`config.mk`:
```
export PLATFORM = sky130hd
export DESIGN_NAME = dg_pkt_gen_flat
export DESIGN_NICKNAME = d
export VERILOG_FILES = /design/src/rtl/dg_pkg.sv /design/src/rtl/dg_pkt_gen_if.sv /design/src/rtl/dg_hdr_fmt.sv /design/src/rtl/dg_pkt_gen.sv /design/src/flat_wrapper.sv
export SDC_FILE = /design/constraint.sdc
export NUM_CORES = 1
export LEC_CHECK = 0
export CORE_UTILIZATION = 55
export DETAILED_ROUTE_END_ITERATION = 12
export PLACE_DENSITY = 0.94
export SLEW_MARGIN = 20
export SYNTH_ARGS = -nofsm -noshare
export SYNTH_HDL_FRONTEND = slang
export SYNTH_SLANG_ARGS = --single-unit
```
`constraint.sdc`:
```
create_clock -name clk -period 4.1 [get_ports clk]
set_input_delay 1.025 -clock clk [delete_from_list [all_inputs] [get_ports clk]]
set_output_delay 1.025 -clock clk [all_outputs]
set_load 0.01 [all_outputs]
```
`src/rtl/dg_pkg.sv`:
```
// rtl/dg_pkg.sv - shared state encodings and stream word field offsets for the data_gen path.
package dg_pkg;

  typedef enum logic [1:0] {
    S_IDLE = 2'd0,
    S_HDR  = 2'd1,
    S_PAY  = 2'd2,
    S_GAP  = 2'd3
  } dg_state_t;

  localparam int WORD_W  = 32;
  localparam int SEQ_W   = 8;
  localparam int DA_W    = 4;
  localparam int PRIOR_W = 3;
  localparam int IDX_W   = 10;

  // Header: {seq, 7'b0, len, prior, da}
  localparam int HDR_DA_LSB    = 0;
  localparam int HDR_PRIOR_LSB = 4;
  localparam int HDR_LEN_LSB   = 7;
  localparam int HDR_SEQ_LSB   = 24;

  // Payload: {seq, da, prior, 7'b0, idx}
  localparam int PAY_IDX_LSB   = 0;
  localparam int PAY_PRIOR_LSB = 17;
  localparam int PAY_DA_LSB    = 20;
  localparam int PAY_SEQ_LSB   = 24;

endpackage

```
`src/rtl/dg_pkt_gen_if.sv`:
```
// rtl/dg_pkt_gen_if.sv - command and framed word stream bundle of the packet generator.
interface dg_pkt_gen_if
  import dg_pkg::*;
#(
  parameter int DATA_W = 32,
  parameter int LEN_W  = 10,
  parameter int CNT_W  = 16
) ();

  logic [DA_W-1:0]    da;
  logic [PRIOR_W-1:0] prior;
  logic [LEN_W-1:0]   len;
  logic               vld;
  logic               ready;

  logic               wr_vld;
  logic               wr_sop;
  logic               wr_eop;
  logic [DATA_W-1:0]  wr_data;
  logic               wr_ready;

  logic [CNT_W-1:0]   pkt_cnt;
  logic               err;

  modport master (
    input  da, prior, len, vld, wr_ready,
    output ready, wr_vld, wr_sop, wr_eop, wr_data, pkt_cnt, err
  );

  modport slave (
    output da, prior, len, vld, wr_ready,
    input  ready, wr_vld, wr_sop, wr_eop, wr_data, pkt_cnt, err
  );

endinterface

```
`src/rtl/dg_hdr_fmt.sv`:
```
// rtl/dg_hdr_fmt.sv - combinational formatter for header and payload stream words.
module dg_hdr_fmt
  import dg_pkg::*;
(
  input  logic [SEQ_W-1:0]   seq,
  input  logic [DA_W-1:0]    da,
  input  logic [PRIOR_W-1:0] prior,
  input  logic [IDX_W-1:0]   len,
  input  logic [IDX_W-1:0]   idx,
  input  logic               is_hdr,
  output logic [WORD_W-1:0]  data
);

  always_comb begin
    data = '0;
    if (is_hdr) begin
      data[HDR_DA_LSB    +: DA_W]    = da;
      data[HDR_PRIOR_LSB +: PRIOR_W] = prior;
      data[HDR_LEN_LSB   +: IDX_W]   = len;
      data[HDR_SEQ_LSB   +: SEQ_W]   = seq;
    end else begin
      data[PAY_IDX_LSB   +: IDX_W]   = idx;
      data[PAY_PRIOR_LSB +: PRIOR_W] = prior;
      data[PAY_DA_LSB    +: DA_W]    = da;
      data[PAY_SEQ_LSB   +: SEQ_W]   = seq;
    end
  end

endmodule

```
`src/rtl/dg_pkt_gen.sv`:
```
// rtl/dg_pkt_gen.sv - command consumer emitting one header word plus len payload words per command.
module dg_pkt_gen
  import dg_pkg::*;
#(
  parameter int DATA_W = 32,
  parameter int LEN_W  = 10,
  parameter int IPG    = 2,
  parameter int CNT_W  = 16
) (
  input logic          clk,
  input logic          rst_n,
  dg_pkt_gen_if.master bus
);

  localparam int GAP_W = (IPG > 1) ? $clog2(IPG) : 1;

  dg_state_t state, state_nxt;

  logic [DA_W-1:0]    cmd_da;
  logic [PRIOR_W-1:0] cmd_prior;
  logic [LEN_W-1:0]   cmd_len;
  logic [SEQ_W-1:0]   seq;
  logic [LEN_W-1:0]   idx;
  logic [GAP_W-1:0]   gap_cnt;
  logic [CNT_W-1:0]   pkt_cnt;
  logic               err;

  logic               ready;
  logic               wr_vld;
  logic               wr_sop;
  logic               wr_eop;
  logic               capture;
  logic               accept;
  logic               last_word;
  logic               gap_done;
  logic [DATA_W-1:0]  fmt_data;

  assign capture   = bus.vld && ready;
  assign accept    = wr_vld && bus.wr_ready;
  assign last_word = ((state == S_HDR) && (cmd_len == '0)) ||
                     ((state == S_PAY) && (idx == cmd_len - LEN_W'(1)));
  assign gap_done  = (gap_cnt == GAP_W'((IPG > 0) ? IPG - 1 : 0));

  always_ff @(posedge clk or negedge rst_n) begin
    if (!rst_n) state <= S_IDLE;
    else        state <= state_nxt;
  end

  always_comb begin
    state_nxt = state;
    case (state)
      S_IDLE: if (capture) state_nxt = S_HDR;
      S_HDR, S_PAY: begin
        if (accept) begin
          if (last_word) state_nxt = (IPG > 0) ? S_GAP : S_IDLE;
          else           state_nxt = S_PAY;
        end
      end
      S_GAP:  if (gap_done) state_nxt = S_IDLE;
      default: state_nxt = S_IDLE;
    endcase
  end

  always_comb begin
    ready  = 1'b0;
    wr_vld = 1'b0;
    wr_sop = 1'b0;
    wr_eop = 1'b0;
    case (state)
      S_IDLE: ready = 1'b1;
      S_HDR: begin
        wr_vld = 1'b1;
        wr_sop = 1'b1;
        wr_eop = last_word;
      end
      S_PAY: begin
        wr_vld = 1'b1;
        wr_eop = last_word;
      end
      default: ;
    endcase
  end

  // seq is sampled from the sent count, so it reflects every eop accepted before this capture
  always_ff @(posedge clk or negedge rst_n) begin
    if (!rst_n) begin
      cmd_da    <= '0;
      cmd_prior <= '0;
      cmd_len   <= '0;
      seq       <= '0;
      idx       <= '0;
      gap_cnt   <= '0;
      pkt_cnt   <= '0;
      err       <= 1'b0;
    end else begin
      if (capture) begin
        cmd_da    <= bus.da;
        cmd_prior <= bus.prior;
        cmd_len   <= bus.len;
        seq       <= pkt_cnt[SEQ_W-1:0];
        idx       <= '0;
      end else if (accept && (state == S_PAY)) begin
        idx <= idx + LEN_W'(1);
      end

      if (accept && last_word) begin
        pkt_cnt <= pkt_cnt + CNT_W'(1);
        gap_cnt <= '0;
      end else if (state == S_GAP) begin
        gap_cnt <= gap_cnt + GAP_W'(1);
      end

      if (bus.vld && !ready) err <= 1'b1;
    end
  end

  dg_hdr_fmt u_fmt (
    .seq    (seq),
    .da     (cmd_da),
    .prior  (cmd_prior),
    .len    (cmd_len),
    .idx    (idx),
    .is_hdr (state == S_HDR),
    .data   (fmt_data)
  );

  assign bus.ready   = ready;
  assign bus.wr_vld  = wr_vld;
  assign bus.wr_sop  = wr_sop;
  assign bus.wr_eop  = wr_eop;
  assign bus.wr_data = wr_vld ? fmt_data : '0;
  assign bus.pkt_cnt = pkt_cnt;
  assign bus.err     = err;

endmodule

```
`src/flat_wrapper.sv`:
```
// flat-port wrapper written by rule: the top's interface ports become plain ports
module dg_pkt_gen_flat import dg_pkg::*;
#(
  parameter int DATA_W = 32,
  parameter int LEN_W  = 10,
  parameter int IPG    = 2,
  parameter int CNT_W  = 16
)
  (clk, rst_n, bus_da, bus_prior, bus_len, bus_vld, bus_wr_ready, bus_ready, bus_wr_vld, bus_wr_sop, bus_wr_eop, bus_wr_data, bus_pkt_cnt, bus_err);
  dg_pkt_gen_if #(.DATA_W(DATA_W), .LEN_W(LEN_W), .CNT_W(CNT_W)) bus_i ();
  input logic clk;
  input logic rst_n;
  input wire logic [$bits(bus_i.da)-1:0] bus_da;
  input wire logic [$bits(bus_i.prior)-1:0] bus_prior;
  input wire logic [$bits(bus_i.len)-1:0] bus_len;
  input wire logic [$bits(bus_i.vld)-1:0] bus_vld;
  input wire logic [$bits(bus_i.wr_ready)-1:0] bus_wr_ready;
  output wire logic [$bits(bus_i.ready)-1:0] bus_ready;
  output wire logic [$bits(bus_i.wr_vld)-1:0] bus_wr_vld;
  output wire logic [$bits(bus_i.wr_sop)-1:0] bus_wr_sop;
  output wire logic [$bits(bus_i.wr_eop)-1:0] bus_wr_eop;
  output wire logic [$bits(bus_i.wr_data)-1:0] bus_wr_data;
  output wire logic [$bits(bus_i.pkt_cnt)-1:0] bus_pkt_cnt;
  output wire logic [$bits(bus_i.err)-1:0] bus_err;
  assign bus_i.da = bus_da;
  assign bus_i.prior = bus_prior;
  assign bus_i.len = bus_len;
  assign bus_i.vld = bus_vld;
  assign bus_i.wr_ready = bus_wr_ready;
  assign bus_ready = bus_i.ready;
  assign bus_wr_vld = bus_i.wr_vld;
  assign bus_wr_sop = bus_i.wr_sop;
  assign bus_wr_eop = bus_i.wr_eop;
  assign bus_wr_data = bus_i.wr_data;
  assign bus_pkt_cnt = bus_i.pkt_cnt;
  assign bus_err = bus_i.err;
  dg_pkt_gen #(.DATA_W(DATA_W), .LEN_W(LEN_W), .IPG(IPG), .CNT_W(CNT_W)) u_core (.clk(clk), .rst_n(rst_n), .bus(bus_i));
endmodule
```
==> results of run 1 <==
kinds of logic after synthesis:
kind of cell    Yosys count  synth area share [%]
xor+xnor                 31                 8.085
buf+inv                  31                 4.247
flops                    55                 40.98
simple gates            205                 29.96
fa+ha+maj                 8                 2.981
mux                      12                 3.614
compound gates           44                 10.13
how the worst max path moves through the flow:
stage                  to  slack (ps)  depth (start not counted)
6_report       bus_wr_eop         220                          7
3_3_place_gp   bus_wr_eop         450                          8
5_1_grt        bus_wr_eop          20                          7
3_5_place_dp   bus_wr_eop         380                          8
4_1_cts        bus_wr_eop          20                          8
2_1_floorplan  bus_wr_eop        1040                          7
area by class of cell:
cell class                      count  area, um^2
Multi-Input combinational cell    300        1852
Fill cell                         442        1683
Sequential cell                    55        1378
Timing Repair Buffer               82       793.3
Tap cell                           75       93.84
Clock buffer                        5       68.82
Inverter                            9       33.78
Clock inverter                      3       18.77
cell usage after synthesis (2+ instances only):
cell	instances	area, um^2
sky130_fd_sc_hd__clkbuf_1	14	52.55
sky130_fd_sc_hd__and3_1	11	68.82
sky130_fd_sc_hd__buf_1	2	7.510
sky130_fd_sc_hd__buf_2	3	15.01
sky130_fd_sc_hd__buf_6	3	33.78
sky130_fd_sc_hd__nor3_1	9	45.04
sky130_fd_sc_hd__o31ai_1	3	22.52
sky130_fd_sc_hd__xor2_1	13	113.9
sky130_fd_sc_hd__mux2i_1	11	110.1
sky130_fd_sc_hd__a31oi_1	5	31.28
sky130_fd_sc_hd__nand3_1	6	30.03
sky130_fd_sc_hd__or3_1	2	12.51
sky130_fd_sc_hd__nand2_1	86	322.8
sky130_fd_sc_hd__o211ai_1	4	30.03
sky130_fd_sc_hd__ha_1	8	100.1
sky130_fd_sc_hd__a311o_1	2	20.02
sky130_fd_sc_hd__or2_2	3	18.77
sky130_fd_sc_hd__nand2b_1	2	12.51
sky130_fd_sc_hd__a41oi_1	3	26.28
sky130_fd_sc_hd__and2_1	27	168.9
sky130_fd_sc_hd__inv_1	9	33.78
sky130_fd_sc_hd__nor2_1	35	131.4
sky130_fd_sc_hd__nor4_1	4	25.02
sky130_fd_sc_hd__a21oi_1	2	10.01
sky130_fd_sc_hd__o21ai_0	12	60.06
sky130_fd_sc_hd__and4_1	2	17.52
sky130_fd_sc_hd__dfrtp_1	55	1376
sky130_fd_sc_hd__nand4b_1	2	17.52
sky130_fd_sc_hd__xnor2_1	18	157.7
sky130_fd_sc_hd__a21o_1	2	15.01
sky130_fd_sc_hd__nand4_1	6	37.54
sky130_fd_sc_hd__or4_4	2	22.52
layer usage:
layer	vias up	share of wire, %	track usage (%)
met5	-	0	0
met4	0	1.7	6.607
met3	18	4.1	4.545
met2	78	51	48.12
met1	1474	43	32.73
li1	1441	-	-
sequential cells by signal (all words and copies together), names as in the netlist:
name	cells
u_core.cmd_prior	3
u_core.idx	10
u_core.gap_cnt	1
u_core.cmd_len	10
u_core.seq	8
u_core.bus.pkt_cnt	16
u_core.cmd_da	4
u_core.bus.err	1
u_core.state	2
power breakdown:
group	total [mW]	switching (mW)	internal [mW]
Sequential	0.816	0.159	0.658
Clock	0.303	0.183	0.121
Combinational	1.25	0.674	0.571
Total	2.37	1.02	1.35
cell usage in the layout, fill, tap and decap left out, types with 8 or more instances in the layout:
cell type	n
sky130_fd_sc_hd__and2_1	27
sky130_fd_sc_hd__and3_1	11
sky130_fd_sc_hd__buf_4	9
sky130_fd_sc_hd__clkdlybuf4s50_1	72
sky130_fd_sc_hd__dfrtp_1	54
sky130_fd_sc_hd__ha_1	8
sky130_fd_sc_hd__inv_1	9
sky130_fd_sc_hd__mux2i_1	11
sky130_fd_sc_hd__nand2_1	86
sky130_fd_sc_hd__nor2_1	35
sky130_fd_sc_hd__nor3_1	9
sky130_fd_sc_hd__o21ai_0	12
sky130_fd_sc_hd__xnor2_1	18
sky130_fd_sc_hd__xor2_1	13
worst reg2reg max path: cells and delay by family, from the launching register on:
family,cells,cell delay (ps)
XOR/XNOR,1,150
flip-flops,1,420
AO/OA/AOI/OAI,2,260
buffers and inverters,1,80
adder cells (fa/ha/maj),1,500
AND/OR/NAND/NOR,3,1340
repair_timing:
action,4_1_cts,5_1_grt
hold buffers,0,0
setup endpoints to repair,0,1
resized for setup,0,2
setup buffers,0,4
metrics by stage:
step	instances	cell area, um^2
2_1_floorplan	386	3358
3_3_place_gp	517	4106
3_5_place_dp	517	4106
4_1_cts	525	4194
5_1_grt	529	4238
6_report	529	4238
==> insert_results.sql, run 1 <==
INSERT INTO impl_metrics (metric_group, metric, value, unit) VALUES
('clock_network', 'clock-root-buffer', 'sky130_fd_sc_hd__clkbuf_8', ''),
('hold_path', 'hold-path-cell-count', '1', ''),
('outcome', 'status', 'completed', ''),
('global_routing', 'grt_max_degree', '37', ''),
('floorplanning', 'floorplan.core_area', '5921', 'um^2'),
('place', 'dp_hpwl', '6.046', 'mm'),
('drt', 'antenna_left', '0', ''),
('setup_path', 'critical_path_buf_inv_count', '1', ''),
('drt', 'remaining_drc_errors', '0', ''),
('clock_network', 'clock_sinks', '55', ''),
('global_routing', 'gr-usage-all-layers', '26.62', '%'),
('timing', 'grt_setup_unrepaired', 'false', ''),
('hold_path', 'worstHoldPathType', 'flop to flop', ''),
('timing', 'slew_headroom', '40.74', '%'),
('drt', 'num_vias', '3011', ''),
('timing', 'finalSetupViolations', '0', ''),
('run', 'max_cap_viol_count', '0', ''),
('finish', 'final_net_count', '482', ''),
('synth', 'synth-warning-count', '0', ''),
('finish', 'antenna-diode-count', '0', ''),
('hold_path', 'hold_start', 'u_core.bus.err', ''),
('setup_path', 'worst_ep_arrival', '2850', 'ps'),
('setup_path', 'setup.worst_path.end_class', 'output pin', ''),
('finish', 'fin_util', '71.58', '%'),
('pwr', 'power_density', '558.1', 'nW/um^2'),
('drt', 'drt-initial-drc-count', '181', ''),
('setup_path', 'worst_r2r_path_depth', '8', ''),
('finish', 'area.growth.synth_to_final', '26.19', '%'),
('timing', 'finalHoldWorstSlack', '468.1', 'ps'),
('setup_path', 'setup.worst_path.class', 'flop to output pin', ''),
('floorplanning', 'core.rowCount', '28', ''),
('setup_path', 'worst_r2r_startpoint', 'u_core.state[1]', ''),
('clock_network', 'deepest_clock_path_buffer_count', '2', ''),
('drt', 'drt_wl_total', '8.087', 'mm'),
('setup_path', 'worst_path_max_delay_cell', 'sky130_fd_sc_hd__or4_4', ''),
('setup_path', 'cpPeakStageDelay', '610', 'ps'),
('timing', 'max_freq', '257.8', 'MHz'),
('synth', 'synthesis.area_per_instance', '8.700', 'um^2'),
('setup_path', 'start_kind', 'flop', ''),
('setup_path', 'critical_path_required', '3070', 'ps'),
('setup_path', 'worstPathMaxFanout', '8', ''),
('pwr', 'ir_drop', '418.6', 'uV'),
('global_routing', 'antenna_found_initial', '0', ''),
('drt', 'via_per_inst', '5.692', ''),
('clock_network', 'path_clk_slew', '110', 'ps'),
('place', 'io_buffers', '73', ''),
('synth', 'syn-cell-area', '3358', 'um^2'),
('clock_network', 'cts_buffer_count', '5', ''),
('synth', 'synth_ff_type', 'sky130_fd_sc_hd__dfrtp_1', ''),
('pwr', 'power', '2.365', 'mW'),
('floorplanning', 'die_height', '80.14', 'um'),
('clock_network', 'tritoncts_clock_tree', 'yes', ''),
('setup_path', 'cp_cell_sequence', 'or4_4 > o311ai_1 > o211ai_1 > or2_4 > nand2_1 > a21oi_1 > clkdlybuf4s50_1', ''),
('clock_network', 'h-tree-depth', '2', ''),
('global_routing', 'global_route.overflow_total', '0', ''),
('pwr', 'power.static_leakage', '1.876', 'nW'),
('place', 'detailedPlace.worstSlack', '382.6', 'ps'),
('timing', 'timing_worst_slew_pin_value', '886.8', 'ps'),
('global_routing', 'first_pass_grt_wire_length', '13.34', 'mm'),
('setup_path', 'critical_path.startpoint', 'u_core.cmd_len[3]', ''),
('timing', 'setup_tns', '0', 'ps'),
('synth', 'number_of_enable_flip_flop_cells_after_synthesis', '0', ''),
('floorplanning', 'die_w', '80.14', 'um'),
('floorplanning', 'ios', '74', ''),
('synth', 'synth_sequential_area_ratio', '40.98', '%'),
('timing', 'timing.clock.skew', '16.88', 'ps'),
('synth', 'yosys.cell_types.count', '52', ''),
('finish', 'final_layout_size_suffix_gt1_share', '7.269', '%'),
('setup_path', 'crit_family', 'simple AND/OR/NAND/NOR gates', ''),
('place', 'place.gp.congestion', '0.9013', ''),
('floorplanning', 'die-area', '6422', 'um^2');
Note: power is estimated with default switching activity, not from simulation.
==> inputs of run 2 (changes only) <==
Settings changed: SLEW_MARGIN 20 to default.
==> results of run 2 <==
The final DEF is identical to that of run 1; final timing and power are the same.
==> patch (flow settings as in run 2) <==
`HDR_LEN_LSB`: 7 -> 14.
--- a/src/rtl/dg_pkg.sv
+++ b/src/rtl/dg_pkg.sv
@@ -17,7 +17,7 @@
   // Header: {seq, 7'b0, len, prior, da}
   localparam int HDR_DA_LSB    = 0;
   localparam int HDR_PRIOR_LSB = 4;
-  localparam int HDR_LEN_LSB   = 7;
+  localparam int HDR_LEN_LSB   = 14;
   localparam int HDR_SEQ_LSB   = 24;
 
   // Payload: {seq, da, prior, 7'b0, idx}
Behaviour: not the same (Yosys sat finds a counterexample within 4 cycles, from zero or initial values and one cycle with rst_n low).
==> patch against run 2 <==
Non-clock buffer count fell by 8. Sequential cell count did not move. Setup slack improved by 23 ps. Register-to-register slack got worse by 50 ps. Total power fell by 7.4%. Area after synthesis fell by 5.4%. Core utilization fell by 0.23 points. Cell area fell by 6.7%. Global-route usage fell by 1.4 points. Wire length fell by 10%. Clock power fell by 1%. Largest power group unchanged.
==> patch: results (changes against run 2) <==
clk_skew 7.909 ps (-8.969 ps); Max FO, Critical Path 6 (-2); DR vias/cell 5.266 (-7.5%); Worst R2R Setup Slack 1220 ps (-50 ps); Max IR drop VDD 0.3974 mV (-5.1%); status finished, final reports clean; WP data arrival 2830 ps (-20 ps); Iter 0 DRT Violations 125 (-31%); switching share of power 41.46% (-1.5 points); r2r worst-path depth 10 (+2); Unique masters post-synth 46 (-12%); port bufs 69 (-5.5%); P_leak 1.860 nW (-0.84%); GRT Total Usage 25.26% (-1.4 points); Bufs on Longest Clock Path 2 (unchanged); placer congestion estimate 0.8726 (-3.2%); Post-synth top cells nand2_1 (80), dfrtp_1 (55), nor2_1 (31); fmax 0.2593 GHz (+0.61%); pre-CTS setup slack 525.7 ps (+143.2 ps); dpl cell area 3861 sq um (-6.0%); Worst-Margin Slew 808.8 ps (-77.98 ps); fillers 420 (-5.0%); # nets final 430 (-11%); pin count of the biggest net entering global routing 38 (+2.7%); top post-synthesis cells by area dfrtp_1 (43%), nand2_1 (9.5%), xor2_1 (7.2%), mux2i_1 (4.7%), nor2_1 (3.7%); drt wl/cell 15.35 microns (+0.38%); Critical R2R Launch u_core.cmd_len[1]$_DFFE_PN0P_
## patch: worst min-delay path by stage
stage                                        from                            endpoint  slack (ps)  cells after the start
5_1_grt        u_core.bus.pkt_cnt[15]$_DFFE_PN0P_  u_core.bus.pkt_cnt[15]$_DFFE_PN0P_         490                      1
3_5_place_dp            u_core.seq[2]$_DFFE_PN0P_           u_core.seq[2]$_DFFE_PN0P_         460                      2
2_1_floorplan           u_core.seq[1]$_DFFE_PN0P_           u_core.seq[1]$_DFFE_PN0P_         440                      2
6_report                u_core.seq[2]$_DFFE_PN0P_           u_core.seq[2]$_DFFE_PN0P_         480                      2
3_3_place_gp            u_core.seq[5]$_DFFE_PN0P_           u_core.seq[5]$_DFFE_PN0P_         450                      2
4_1_cts                 u_core.seq[1]$_DFFE_PN0P_           u_core.seq[1]$_DFFE_PN0P_         480                      2
## patch: kinds of logic (layout without fill, tap and decap cells)
logic type / after synthesis / after routing / synth area share, %
flops: 55 / 55 / 43.32
mux: 17 / 17 / 5.435
fa+ha+maj: 8 / 8 / 3.151
compound gates: 17 / 17 / 3.624
other cells: 1 / 4 / 0.1180
simple gates: 173 / 173 / 28.36
xor+xnor: 39 / 39 / 10.75
buf+inv: 28 / 89 / 5.238
## patch: power by group through the flow
stage,clock network [W],logic (W),registers [W]
2_1_floorplan,0,0.000775,0.000745
3_3_place_gp,0,0.00104,0.000812
3_5_place_dp,0,0.00108,0.000822
4_1_cts,0.000304,0.00108,0.000811
5_1_grt,0.000323,0.00119,0.000835
6_report,0.000299,0.00108,0.000815
## patch: critical path, cell delays in order (launching register included)
cell and delay, ps:
dfrtp_1 450, inv_1 110, ha_1 260, o21ba_2 230, a221oi_1 270, a41oi_1 90, nor4_2 360, a21oi_2 120
nor2_1 100, clkdlybuf4s50_1 540
## patch: cell type report
class | count | area share, %
inverters | 7 | 0.6648
multi-input cells | 258 | 41.75
well taps | 72 | 2.279
clock inverters | 2 | 0.3166
repair buffers | 74 | 18.30
flip-flops and latches | 55 | 34.85
clock buffers | 6 | 1.836
## patch: per-stage QoR
step,hold WS [ps],util (%),cells
2_1_floorplan,438.3,-,341
3_3_place_gp,449.8,69.69,466
3_5_place_dp,459.6,69.69,466
4_1_cts,483.2,71.23,474
5_1_grt,494.1,71.34,474
6_report,478.2,71.34,474
## patch: metal layers
layer / GRT usage, % / vias up / wire length (microns) / share of wire, %
met5: 0 / - / 0 / 0
met4: 10.74 / 0 / 163 / 2.2
met3: 4.824 / 16 / 482 / 6.6
met2: 40.09 / 98 / 3415 / 47
met1: 33.90 / 1159 / 3213 / 44
li1: - / 1223 / - / -
